[src/rtl/ita_disp_sched.sv]
// Display scheduler for a 12-digit, 14-segment multiplexed display: a frame buffer written
// by two requesters through a round-robin arbiter, scanned one digit at a time.
module ita_disp_sched #(
    parameter int unsigned DWELL = 1
) (
    input  logic        clk,
    input  logic        rst_n,
    input  logic        en,
    input  logic        req0,
    input  logic [3:0]  addr0,
    input  logic [5:0]  data0,
    input  logic        req1,
    input  logic [3:0]  addr1,
    input  logic [5:0]  data1,
    output logic        gnt0,
    output logic        gnt1,
    output logic [11:0] sel,
    output logic [13:0] segm
);

    localparam int unsigned NDIG       = 12;
    localparam logic [5:0]  CH_SPACE   = 6'd36;
    localparam logic [3:0]  LAST_DIG   = 4'd11;
    localparam logic [15:0] DWELL_LAST = 16'(DWELL - 1);

    // Port that wins the next tie.
    typedef enum logic {
        PRI_P0,
        PRI_P1
    } pri_t;

    pri_t        pri;
    pri_t        pri_next;
    logic [5:0]  fb [NDIG];
    logic [3:0]  dig;
    logic [15:0] cnt;
    logic        wr_en;
    logic [3:0]  wr_addr;
    logic [5:0]  wr_data;

    // Bit order: a b c d e f g1 g2 h i j k l m (MSB = a).
    function automatic logic [13:0] font(input logic [5:0] code);
        case (code)
            6'd0:    font = 14'b11111100001001;
            6'd1:    font = 14'b01100000000000;
            6'd2:    font = 14'b11011011000000;
            6'd3:    font = 14'b11110001000000;
            6'd4:    font = 14'b01100111000000;
            6'd5:    font = 14'b10110111000000;
            6'd6:    font = 14'b10111111000000;
            6'd7:    font = 14'b11100000000000;
            6'd8:    font = 14'b11111111000000;
            6'd9:    font = 14'b11110111000000;
            6'd10:   font = 14'b11101111000000; // A
            6'd11:   font = 14'b11110001010010;
            6'd12:   font = 14'b10011100000000;
            6'd13:   font = 14'b11110000010010;
            6'd14:   font = 14'b10011110000000;
            6'd15:   font = 14'b10001110000000;
            6'd16:   font = 14'b10111101000000;
            6'd17:   font = 14'b01101111000000;
            6'd18:   font = 14'b10010000010010;
            6'd19:   font = 14'b01111000000000;
            6'd20:   font = 14'b00001110001100; // K
            6'd21:   font = 14'b00011100000000;
            6'd22:   font = 14'b01101100101000;
            6'd23:   font = 14'b01101100100100;
            6'd24:   font = 14'b11111100000000;
            6'd25:   font = 14'b11001111000000; // P
            6'd26:   font = 14'b11111100000100;
            6'd27:   font = 14'b11001111000100;
            6'd28:   font = 14'b10110111000000;
            6'd29:   font = 14'b10000000010010;
            6'd30:   font = 14'b01111100000000; // U
            6'd31:   font = 14'b00001100001001;
            6'd32:   font = 14'b01101100000101;
            6'd33:   font = 14'b00000000101101;
            6'd34:   font = 14'b00000000101010;
            6'd35:   font = 14'b10010000001001; // Z
            default: font = 14'b0;             // space and unused codes
        endcase
    endfunction

    // Round-robin only advances when both ports competed.
    always_comb begin
        gnt0     = 1'b0;
        gnt1     = 1'b0;
        pri_next = pri;
        if (req0 && req1) begin
            if (pri == PRI_P0) begin
                gnt0     = 1'b1;
                pri_next = PRI_P1;
            end else begin
                gnt1     = 1'b1;
                pri_next = PRI_P0;
            end
        end else begin
            gnt0 = req0;
            gnt1 = req1;
        end
    end

    always_ff @(posedge clk or negedge rst_n) begin
        if (!rst_n) begin
            pri <= PRI_P0;
        end else begin
            pri <= pri_next;
        end
    end

    // Out-of-range addresses still consume the grant but leave the buffer alone.
    always_comb begin
        wr_en   = 1'b0;
        wr_addr = addr0;
        wr_data = data0;
        if (gnt0) begin
            wr_en = (addr0 < 4'd12);
        end else if (gnt1) begin
            wr_en   = (addr1 < 4'd12);
            wr_addr = addr1;
            wr_data = data1;
        end
    end

    always_ff @(posedge clk or negedge rst_n) begin
        if (!rst_n) begin
            for (int unsigned i = 0; i < NDIG; i++) begin
                fb[i] <= CH_SPACE;
            end
        end else if (wr_en) begin
            fb[wr_addr] <= wr_data;
        end
    end

    // Outputs reflect the digit index held before the edge, reading pre-write buffer contents.
    always_ff @(posedge clk or negedge rst_n) begin
        if (!rst_n) begin
            dig  <= '0;
            cnt  <= '0;
            sel  <= '0;
            segm <= '0;
        end else if (en) begin
            sel  <= 12'b1 << dig;
            segm <= font(fb[dig]);
            if (cnt == DWELL_LAST) begin
                cnt <= '0;
                dig <= (dig == LAST_DIG) ? '0 : dig + 4'd1;
            end else begin
                cnt <= cnt + 16'd1;
            end
        end else begin
            sel  <= '0;
            segm <= '0;
        end
    end

endmodule

[config.mk]
export PLATFORM = sky130hd
export DESIGN_NAME = ita_disp_sched
export DESIGN_NICKNAME = d
export VERILOG_FILES = /design/src/rtl/ita_disp_sched.sv
export SDC_FILE = /design/constraint.sdc
export NUM_CORES = 1
export LEC_CHECK = 0
export BUFFER_PORTS_ARGS = -buffer_cell sky130_fd_sc_hd__clkbuf_2
export CAP_MARGIN = 20
export CORE_ASPECT_RATIO = 1.5
export CORE_MARGIN = 4
export CORE_UTILIZATION = 30
export CTS_CLUSTER_DIAMETER = 60
export CTS_CLUSTER_SIZE = 10
export DETAILED_ROUTE_END_ITERATION = 12
export HOLD_SLACK_MARGIN = 0.12
export PLACE_DENSITY_LB_ADDON = 0.3
export SLEW_MARGIN = 20
export SYNTH_ARGS = -nofsm -noshare
export SYNTH_HDL_FRONTEND = slang
export SYNTH_SLANG_ARGS = --single-unit
[constraint.sdc]
create_clock -name clk -period 3.25 [get_ports clk]
set_input_delay 0.1625 -clock clk [delete_from_list [all_inputs] [get_ports clk]]
set_output_delay 0.1625 -clock clk [all_outputs]
set_load 0.005 [all_outputs]
## Word level (Yosys, flattened, before mapping)

Memory sizes are Yosys's and may differ from the RTL's.
Cells that the tools add are included.

| storage, ports and cells | value |
|---|---|
| input port bits | 25 |
| output and inout port bits | 28 |
| flip-flop bits (word level) | 119 |
| memories kept | 1 |
| ROM bits | 896 |
| logic and storage cells | 53 |

Memories:

| memory | depth | width | read ports | clocked after memory_dff | write ports | RTL line | RTL |
|---|---|---|---|---|---|---|---|
| (name not given) | 64 | 14 | 1 | 0 | 0 | 43 | `case (code)` |

| cells by class | value |
|---|---|
| reduce and logical (&&, ||, !) cells | 4 |
| shift-type cells | 1 |
| multiplexer cells | 20 |
| add/sub/neg operators | 2 |
| order comparisons | 5 |
| equality and inequality tests | 1 |
| bitwise gates (word level) | 2 |

Operator list:

| kind | count |
|---|---|
| 72-bit bitwise mux | 1 |
| 6-bit 2-to-1 mux | 5 |
| 6-bit binary-select mux with 4-bit select | 1 |
| 6-bit demux with 4-bit select | 1 |
| 16-bit by 1-bit adder with 16-bit output, second input constant | 1 |
| 16-bit logical NOT | 1 |
| 16-bit 2-to-1 mux | 1 |
| 14-bit 2-to-1 mux | 1 |
| 12-bit 2-to-1 mux | 1 |
| 4-bit 2-to-1 mux | 3 |
| 1-bit by 4-bit << shifter with 12-bit output, first input constant | 1 |
| 5-bit greater-or-equal comparator, second input constant | 2 |
| 4-bit NOT with 5-bit output | 2 |
| 4-bit less-than comparator, second input constant | 2 |
| 1-bit 2-to-1 mux | 6 |
| 5-bit by 1-bit less-than comparator with 1-bit output, second input constant | 1 |
| 4-bit by 1-bit adder with 4-bit output, second input constant | 1 |
| 4-bit == test, second input constant | 1 |
| 1-bit logical AND | 2 |
| 2-bit AND reduction | 1 |

## Logic depth before layout (Yosys ltp)

Gate-level depths: netlist of run 1.

| logic depth | value |
|---|---|
| depth after elaboration | 10 |
| gate-level depth with buffers | 12 |
| depth with buffers taken out | 9 |

## Worst setup path after synthesis of run 1

No wires, ideal clock.

| timing path | value |
|---|---|
| path kind | register -> register |
| from | reg dig[0] |
| to | reg segm[6] |
| arrival time | 2.610 ns |
| data required time | 3.121 ns |
| path buffers | 3 |
| path slack | 0.511 ns |
| library setup time | 0.129 ns |
| period minus slack after synthesis | 2.739 ns |
| cell stages (with the launch flop) | 12 |
| path through | dfrtp_1 buf_6 buf_6 mux4_2 mux2i_1 o21ai_1 inv_1 ha_1 clkbuf_1 mux2_2 a221oi_2 a211oi_2 |

| on the way | value |
|---|---|
| cells in the longest elaborated chain, start to end | 6 |

Ends and longest elaborated chain:

| what | RTL line | RTL |
|---|---|---|
| from (decl) | 35 | `logic [3:0] dig;` |
| from (signal assigned) | 147 | `dig <= (dig == LAST_DIG) ? '0 : dig + 4'd1;` |
| 4-bit NOT with 5-bit output (implied by the code) | 144 | `segm <= font(fb[dig]);` |
| 6-bit binary-select mux with 4-bit select | 144 |  |
| 6-bit 2-to-1 mux (implied by the code) (2 in series) | 144 |  |
| memory 64 x 14 bit | - |  |
| 14-bit 2-to-1 mux | 142 | `end else if (en) begin` |
| to (signal assigned) | 144 |  |
| to (decl) | 18 | `output logic [13:0] segm` |

Every way passes these cells. The select of a mux whose other input is x is not followed.
A chain may end at the register's enable or synchronous reset.

## Final worst setup path of run 1

| timing path | value |
|---|---|
| from | reg dig[2] |
| to | reg segm[10] |

The elaborated chain is that of the path after synthesis.

==> run summary, run 1 <==
The flow ran to the end, and the final reports show no timing, DRC or antenna violations. The startpoint type of the worst setup path is a flop. The worst setup path is captured at a flop. The area of the die came out at 23100 um2.

The total number of yosys warnings came out at 0. The synthesized netlist contains 64 unique library cells. The number of antenna diodes in the final layout is 0. Post-CTS repair changed the size of 0 cells. The die width is 125 um.

The share of post-route cells with drive strength above 1 came out at 0.383. Based on the critical path, the design can be clocked at up to 0.356 GHz. The number of sinks driven by the clock tree is 119. The number of setup buffers added after CTS is 0. For this design the ratio of total power to cell area is 1040 nW/um2. The number of synthesized register bits is 119.

The primary flip-flop cell chosen by synthesis mapping is dfrtp_1. Measured against its own limit, the worst slew margin works out to 0.446. In this run the worst path has a maximum fanout of 14.

The maximum clock path buffer count is 2. The pin count of the biggest net entering global routing came out at 67. The average wire per standard cell came out at roughly 16 um. The net count of the finished layout is 617.

The commonest non-fill, non-tap cell in the layout is dfrtp_1. The final worst clock skew is 8.77 ps. The synthesis-to-finish area growth came out at 18.2%.

The via count of the first global-routing pass is 4427. Counting every net in the synthesized netlist gives 561. The number of nets with antenna violations after detailed routing is 0. The post-CTS clock slew at the launch and capture registers of the worst setup and hold paths came out at 50 ps. The number of antenna violations at the first check in global routing is 0. STA puts the critical path data required time at 3570 ps.

Across the run, the number of max-cap violations was 0. The critical path starts at dig[2]. VDD sags by at most roughly 0.48 mV. In this run the critical register-to-register path is launched from dig[2].

The count of boundary I/O pins is 53. The hold violation count in the final report came out at 0. The total wirelength of the detailed-routed design is 14000 um.

The detailed router finished its first iteration with 278 violations. In this run the worst hold path is classified as primary input to flop. Dividing the final minimum period by the clock period gives 0.865. The share of flip-flops with an asynchronous set or reset after synthesis came out at 1.00. The final setup TNS is 0 ps.

For this design, the CTS-stage hold fixing added 3 buffers. The smallest clock period supported by the final layout is computed as 2810 ps. The pin slew with the least headroom to its limit is 831 ps.

The H-tree was split into 4 levels. The total area inside the core boundary comes to 20400 um2. The netlist area before placement is approximately 6200 um2.

The worst endpoint data arrival time is 3140 ps. The via density per instance came out at between 4 and 5. The number of placed instances, taps included, is 819. The tree is rooted in a clkbuf_16. Summed over all cells, the static leakage comes to 3.30 nW. The vias after detailed routing came out at 4177. After detailed routing, the number of remaining DRC violations is 0. The filler cells instantiated in the layout total 2013. The number of buffers created by CTS came out at 17. The number of standard cells in the final layout excluding fillers is approximately 850.

The standard-cell row count came out at 64. TritonCTS built the clock tree. The number of max-slew violations in the final report came to 0. The startpoint identified for the worst hold timing path is en. The count of mapped cells out of synthesis is 521. The combined global-route utilization of all metal layers came out at 0.127. The top cell types in the final layout, fill and taps aside, are 95 x dfrtp_1, 74 x mux2_2, 60 x nand2_1. The floorplan step set the die height to roughly 180 um. The count of buffers added on input and output ports is 52. With fillers left out, the area of the finished cells amounts to 7340 um2.

Counting flops with a built-in enable in the synthesized netlist gives 0. Setup repair after global routing left no endpoint under its margin. Setup violations remaining at the end of the flow were counted as 0. The first global-routing pass estimated 23400 um of wire. The worst setup path is of the flop to flop kind.

The part of the Yosys area used for sequential elements is 0.484. The effective utilization at floorplan came out at 0.304. The standard cell area after detailed placement is around 6700 um2. The first-pass iteration count of the detailed router is 4. The global route total overflow came out at 0.

The later-pin clock latency in the skew report is 420 ps. Once detailed placement completed, the half-perimeter wirelength came to 10000 um. The average cell area after synthesis came out at 11.9 um2. The congestion estimate from routability-driven global placement came to 0.843.
worst max-delay path, cell delays in order, from the launching register on:
cell and delay, ps:
dfrtp_1 660, clkinv_1 400, mux2i_1 200, o21ai_1 160, buf_4 210, ha_1 160
inv_1 70, nor4_1 480, o21ai_1 180, a221oi_2 200
path summary, 6_finish.rpt:
kind	to	slack, ps	depth (start not counted)
worst max-delay path	segm[10]	440	9
worst min-delay path	segm[4]	260	2
worst max register to register	segm[10]	440	9
worst min register to register	cnt[15]	500	1
max in group asynchronous	fb[71]	2010	3
min in group asynchronous	cnt[14]	400	2
logic make-up after synthesis:
logic type / after synthesis / share of synthesized area
AO/OA/AOI/OAI: 68 / 0.0855
XOR/XNOR: 16 / 0.0226
adder cells (fa/ha/maj): 15 / 0.0302
buffers and inverters: 48 / 0.0431
flip-flops: 119 / 0.484
multiplexers: 104 / 0.216
AND/OR/NAND/NOR: 151 / 0.118
registers in the layout, summed over array words and instances, names as in the netlist:
register / cells
fb: 72
sel: 12
pri: 1
cnt: 16
dig: 4
segm: 14
per-layer routing:
layer	routed length, um	part of all wire	vias up	global-route usage
met1	5840	0.42	2069	0.149
met4	293	0.021	0	0.0556
li1	-	-	1973	-
met3	576	0.041	23	0.0322
met2	7280	0.52	112	0.221
met5	0	0	-	0
final cells by class:
| cell class | instances | area [um2] | share of cell area |
|---|---|---|---|
| clock buffers | 23 | 468 | 0.0638 |
| clock inverters | 9 | 100 | 0.0136 |
| inverters | 15 | 56.3 | 0.00767 |
| multi-input cells | 354 | 2930 | 0.400 |
| flip-flops and latches | 119 | 3010 | 0.410 |
| well taps | 264 | 330 | 0.0450 |
| repair buffers | 70 | 443 | 0.0604 |
metrics by stage:
stage | hold WS (ps) | util | total power [mW] | setup WS [ps]
after global placement | 308 | 0.330 | 5.72 | 490
after CTS | 238 | 0.359 | 7.67 | 469
after floorplan | -133 | - | 5.05 | 511
after detailed placement | 318 | 0.330 | 5.84 | 479
final | 262 | 0.359 | 7.63 | 438
after global routing | 270 | 0.359 | 8.13 | 290
cells in the mapped netlist (2+ instances only):
| master | instances | area share |
|---|---|---|
| nand3b_1 | 2 | 0.0024 |
| nor2b_1 | 7 | 0.0071 |
| nor2_1 | 22 | 0.013 |
| dfrtp_1 | 95 | 0.38 |
| a32oi_1 | 3 | 0.0042 |
| nand3_1 | 5 | 0.0040 |
| ha_1 | 15 | 0.030 |
| nand2b_1 | 5 | 0.0050 |
| nor4_1 | 4 | 0.0040 |
| buf_4 | 3 | 0.0036 |
| nand3_2 | 2 | 0.0032 |
| and3_1 | 14 | 0.014 |
| mux2_2 | 74 | 0.13 |
| xnor2_1 | 12 | 0.017 |
| dfstp_2 | 24 | 0.10 |
| nand2_1 | 60 | 0.036 |
| o31ai_2 | 2 | 0.0040 |
| o22ai_1 | 2 | 0.0020 |
| nand4_1 | 6 | 0.0060 |
| mux2i_1 | 12 | 0.019 |
| a221oi_2 | 4 | 0.0097 |
| xor2_1 | 4 | 0.0056 |
| o21a_1 | 3 | 0.0036 |
| nor3_1 | 13 | 0.010 |
| a211oi_2 | 2 | 0.0040 |
| o21ai_1 | 5 | 0.0040 |
| o211a_1 | 2 | 0.0032 |
| mux2_1 | 2 | 0.0036 |
| buf_2 | 5 | 0.0040 |
| buf_6 | 7 | 0.013 |
| a21oi_1 | 16 | 0.013 |
| a21o_1 | 2 | 0.0024 |
| mux4_2 | 15 | 0.054 |
| and2_1 | 5 | 0.0050 |
| inv_1 | 14 | 0.0085 |
| o21ai_0 | 10 | 0.0081 |
| clkbuf_1 | 15 | 0.0091 |
| a31oi_1 | 2 | 0.0020 |
report_power, final:
group          switching (mW)  total [mW]  internal (mW)
combinational            1.79        3.33           1.54
clock                   0.640        1.80           1.16
sequential              0.322        2.50           2.18
(Power assumes the default switching activity.)
==> run 2: changes to the inputs <==
--- a/config.mk
+++ b/config.mk
@@ -15,6 +15,7 @@
 export DETAILED_ROUTE_END_ITERATION = 12
 export HOLD_SLACK_MARGIN = 0.12
 export PLACE_DENSITY_LB_ADDON = 0.3
+export RECOVER_POWER = 100
 export SLEW_MARGIN = 20
 export SYNTH_ARGS = -nofsm -noshare
 export SYNTH_HDL_FRONTEND = slang
==> run 2 against run 1 <==
Compared with the run above:
- the flow now finishes with violations (max-capacitance violations, max-slew violations)
- clock skew down 0.91 ps
- non-clock buffer count unchanged
- combinational power is 2% lower
- core utilization down 0.31 points
- global-route usage stayed put
- sequential share of layout area increased by 0.36 points
- highest routed layer unchanged
==> run summary, run 2 (synthesis gave the netlist of run 1 again) <==
The worst register-to-register path has a setup slack of 410 ps. The post-CTS clock slew at the launch and capture registers of the worst setup and hold paths came out at 50 ps. Prior to clock tree synthesis, the placed netlist has a worst setup slack of 479 ps. The met2 routed wirelength is between 7000 and 8000 um.

The number of max-slew violations in the final report is 66. The average wire per standard cell came out at about 16 um. In the final layout, the registers with the most flip-flops are fb (72), cnt (16), segm (14). The effective utilization at floorplan is 0.304. The final setup TNS came out at 0 ps. The vias after detailed routing is 4191. The number of nets with antenna violations after detailed routing is 0. VDD sags by at most between 0.4 and 0.5 mV. The register ranked first by flip-flop count is fb. The maximum clock path buffer count came out at 2. The cell sitting at the root of the clock tree is a clkbuf_16. At the worst endpoint, the required time is between 3000 and 4000 ps. The number of standard cells in the final layout excluding fillers is 854. STA classifies the critical path endpoint as a flop. The part of the cycle the worst path needs is 0.875. The final-report setup violation count is 0. The first-pass GRT wire length came out at 23400 um. The library cell used most frequently in the layout, excluding fill and tap cells, is dfrtp_1. The time the worst path needs with I/O delays and setup is 2840 ps.

After routing the design area is about 7300 um2. Hold is met by 259 ps. The number of placed cells counting well taps came out at roughly 820. The slack of the critical path came out at approximately 410 ps.

Setup repair after global routing left no endpoint under its margin. The biggest fanout along the worst timing path is 19. The initial DRC count is 303. The flow ran to the end, but the final reports show violations. In this run the worst hold path is classified as primary input to flop. The number of sinks driven by the clock tree is 119. The share of post-route cells with drive strength above 1 is 0.344. In the final routing, the length of wire on met1 measures 5760 um. The H-tree generated during clock tree synthesis spans 4 levels. The total power is between 7 and 8 mW. The pin slew with the least headroom to its limit came out at 1630 ps. The via count of the first global-routing pass came out at 4427. The number of port buffers is 52.

Power spread over the standard cell area amounts to 1040 nW/um2. The later-pin clock latency in the skew report is 410 ps. The total wirelength of the detailed-routed design is 14000 um. The pin count of the biggest net entering global routing came out at 67.

STA puts the critical path data arrival time at 3120 ps. The final antenna diode count is 0. STA classifies the critical path startpoint as a flop.

The worst slew slack as a fraction of its limit is -0.0835. The post-CTS setup repair buffer count is 0. Relative to the synthesized area, the layout overhead comes to 17.2%. The floorplan core area is 20400 um2. The final worst clock skew came out at between 7 and 8 ps.

After the last flow step, the layout net total stands at 617. The final estimated routing congestion in global placement came out at ~0.84. The number of cells upsized or downsized after cts is 0. The critical setup path kind is flop to flop. The global route total overflow came out at 0. After detailed routing, the met3 layer carries roughly 670 um of wire. The die width is 125 um. In this run the top signal layer used is met4.

The maximum achievable frequency came out at 0.352 GHz. The hold violation count in the final report is 0. The standard-cell row count came out at 64. The standard cell area after detailed placement is around 6700 um2. Leaving out fill and tap cells, the most frequent cells in the layout are 95 x dfrtp_1, 73 x mux2_2, 60 x nand2_1.

For this run, the total global-route usage over all layers was measured as 0.127. The count of boundary I/O pins came out at 53. Measured on the finished design, the core utilization comes to 0.356. The number of antenna violations at the first check in global routing was 0. The number of buffers created by CTS is 17. The flip-flop count of the largest register, all copies and words added came out at 72. The clock tree from TritonCTS is yes.

The number of max-cap violations came out at 1. Measured along the y axis, the die boundary spans around 180 um. The area of the die came out at 23100 um2. The final reports fail on max-capacitance violations, max-slew violations. The half-perimeter wire length after detailed placement is 10000 um.

After detailed routing, the number of remaining DRC violations is 0. The reported leakage power came out at roughly 3.2 nW. The via density per instance is around 5.

Before antenna repair, the detailed router went through 4 iterations.
-- run 2: cell count changes in the layout (fill, tap and decap cells not counted), sizes merged --
cell,before,now
clkbuf,74,81
buf,16,9
-- run 2: final cells by class --
cell class	instances	area (um2)
tap	264	330
multi-input combinational	354	2910
timing repair buffer	70	400
clock buffer	23	468
clock inverter	9	100
sequential	119	3010
fill	2019	13100
inverter	15	56.3
-- run 2: worst max-delay path, cell delays in order, from the launching register on --
cell      delay [ps]
dfrtp_1          500
buf_12           210
mux4_2           570
o21ai_2          680
nor2_2           200
a41oi_1          450
a211oi_1          90
-- run 2: final timing paths --
kind                          from      end  depth (start not counted)
setup reg to reg            dig[1]  segm[9]                          6
max in group asynchronous    rst_n   fb[71]                          3
hold reg to reg            cnt[15]  cnt[15]                          1
hold / removal                  en  segm[4]                          2
setup / recovery            dig[1]  segm[9]                          6
min in group asynchronous    rst_n  cnt[14]                          2
-- run 2: report_power, final --
part | internal (mW) | leakage [nW] | switching, mW
Combinational | 1.50 | 1.48 | 1.76
Clock | 1.16 | 0.277 | 0.639
Sequential | 2.18 | 1.47 | 0.323
Total | 4.84 | 3.22 | 2.72
-- run 2: metal layers --
| layer | global-route usage | vias to the layer above |
|---|---|---|
| met5 | 0 | - |
| met4 | 0.0556 | 0 |
| met2 | 0.221 | 131 |
| met1 | 0.149 | 2051 |
| met3 | 0.0322 | 28 |
| li1 | - | 1981 |
-- run 2: what timing repair did --
item / 4_1_cts / 5_1_grt
hold endpoints to repair: 54 / 0
hold buffers: 3 / 0
endpoints found under the setup margin: 0 / 0
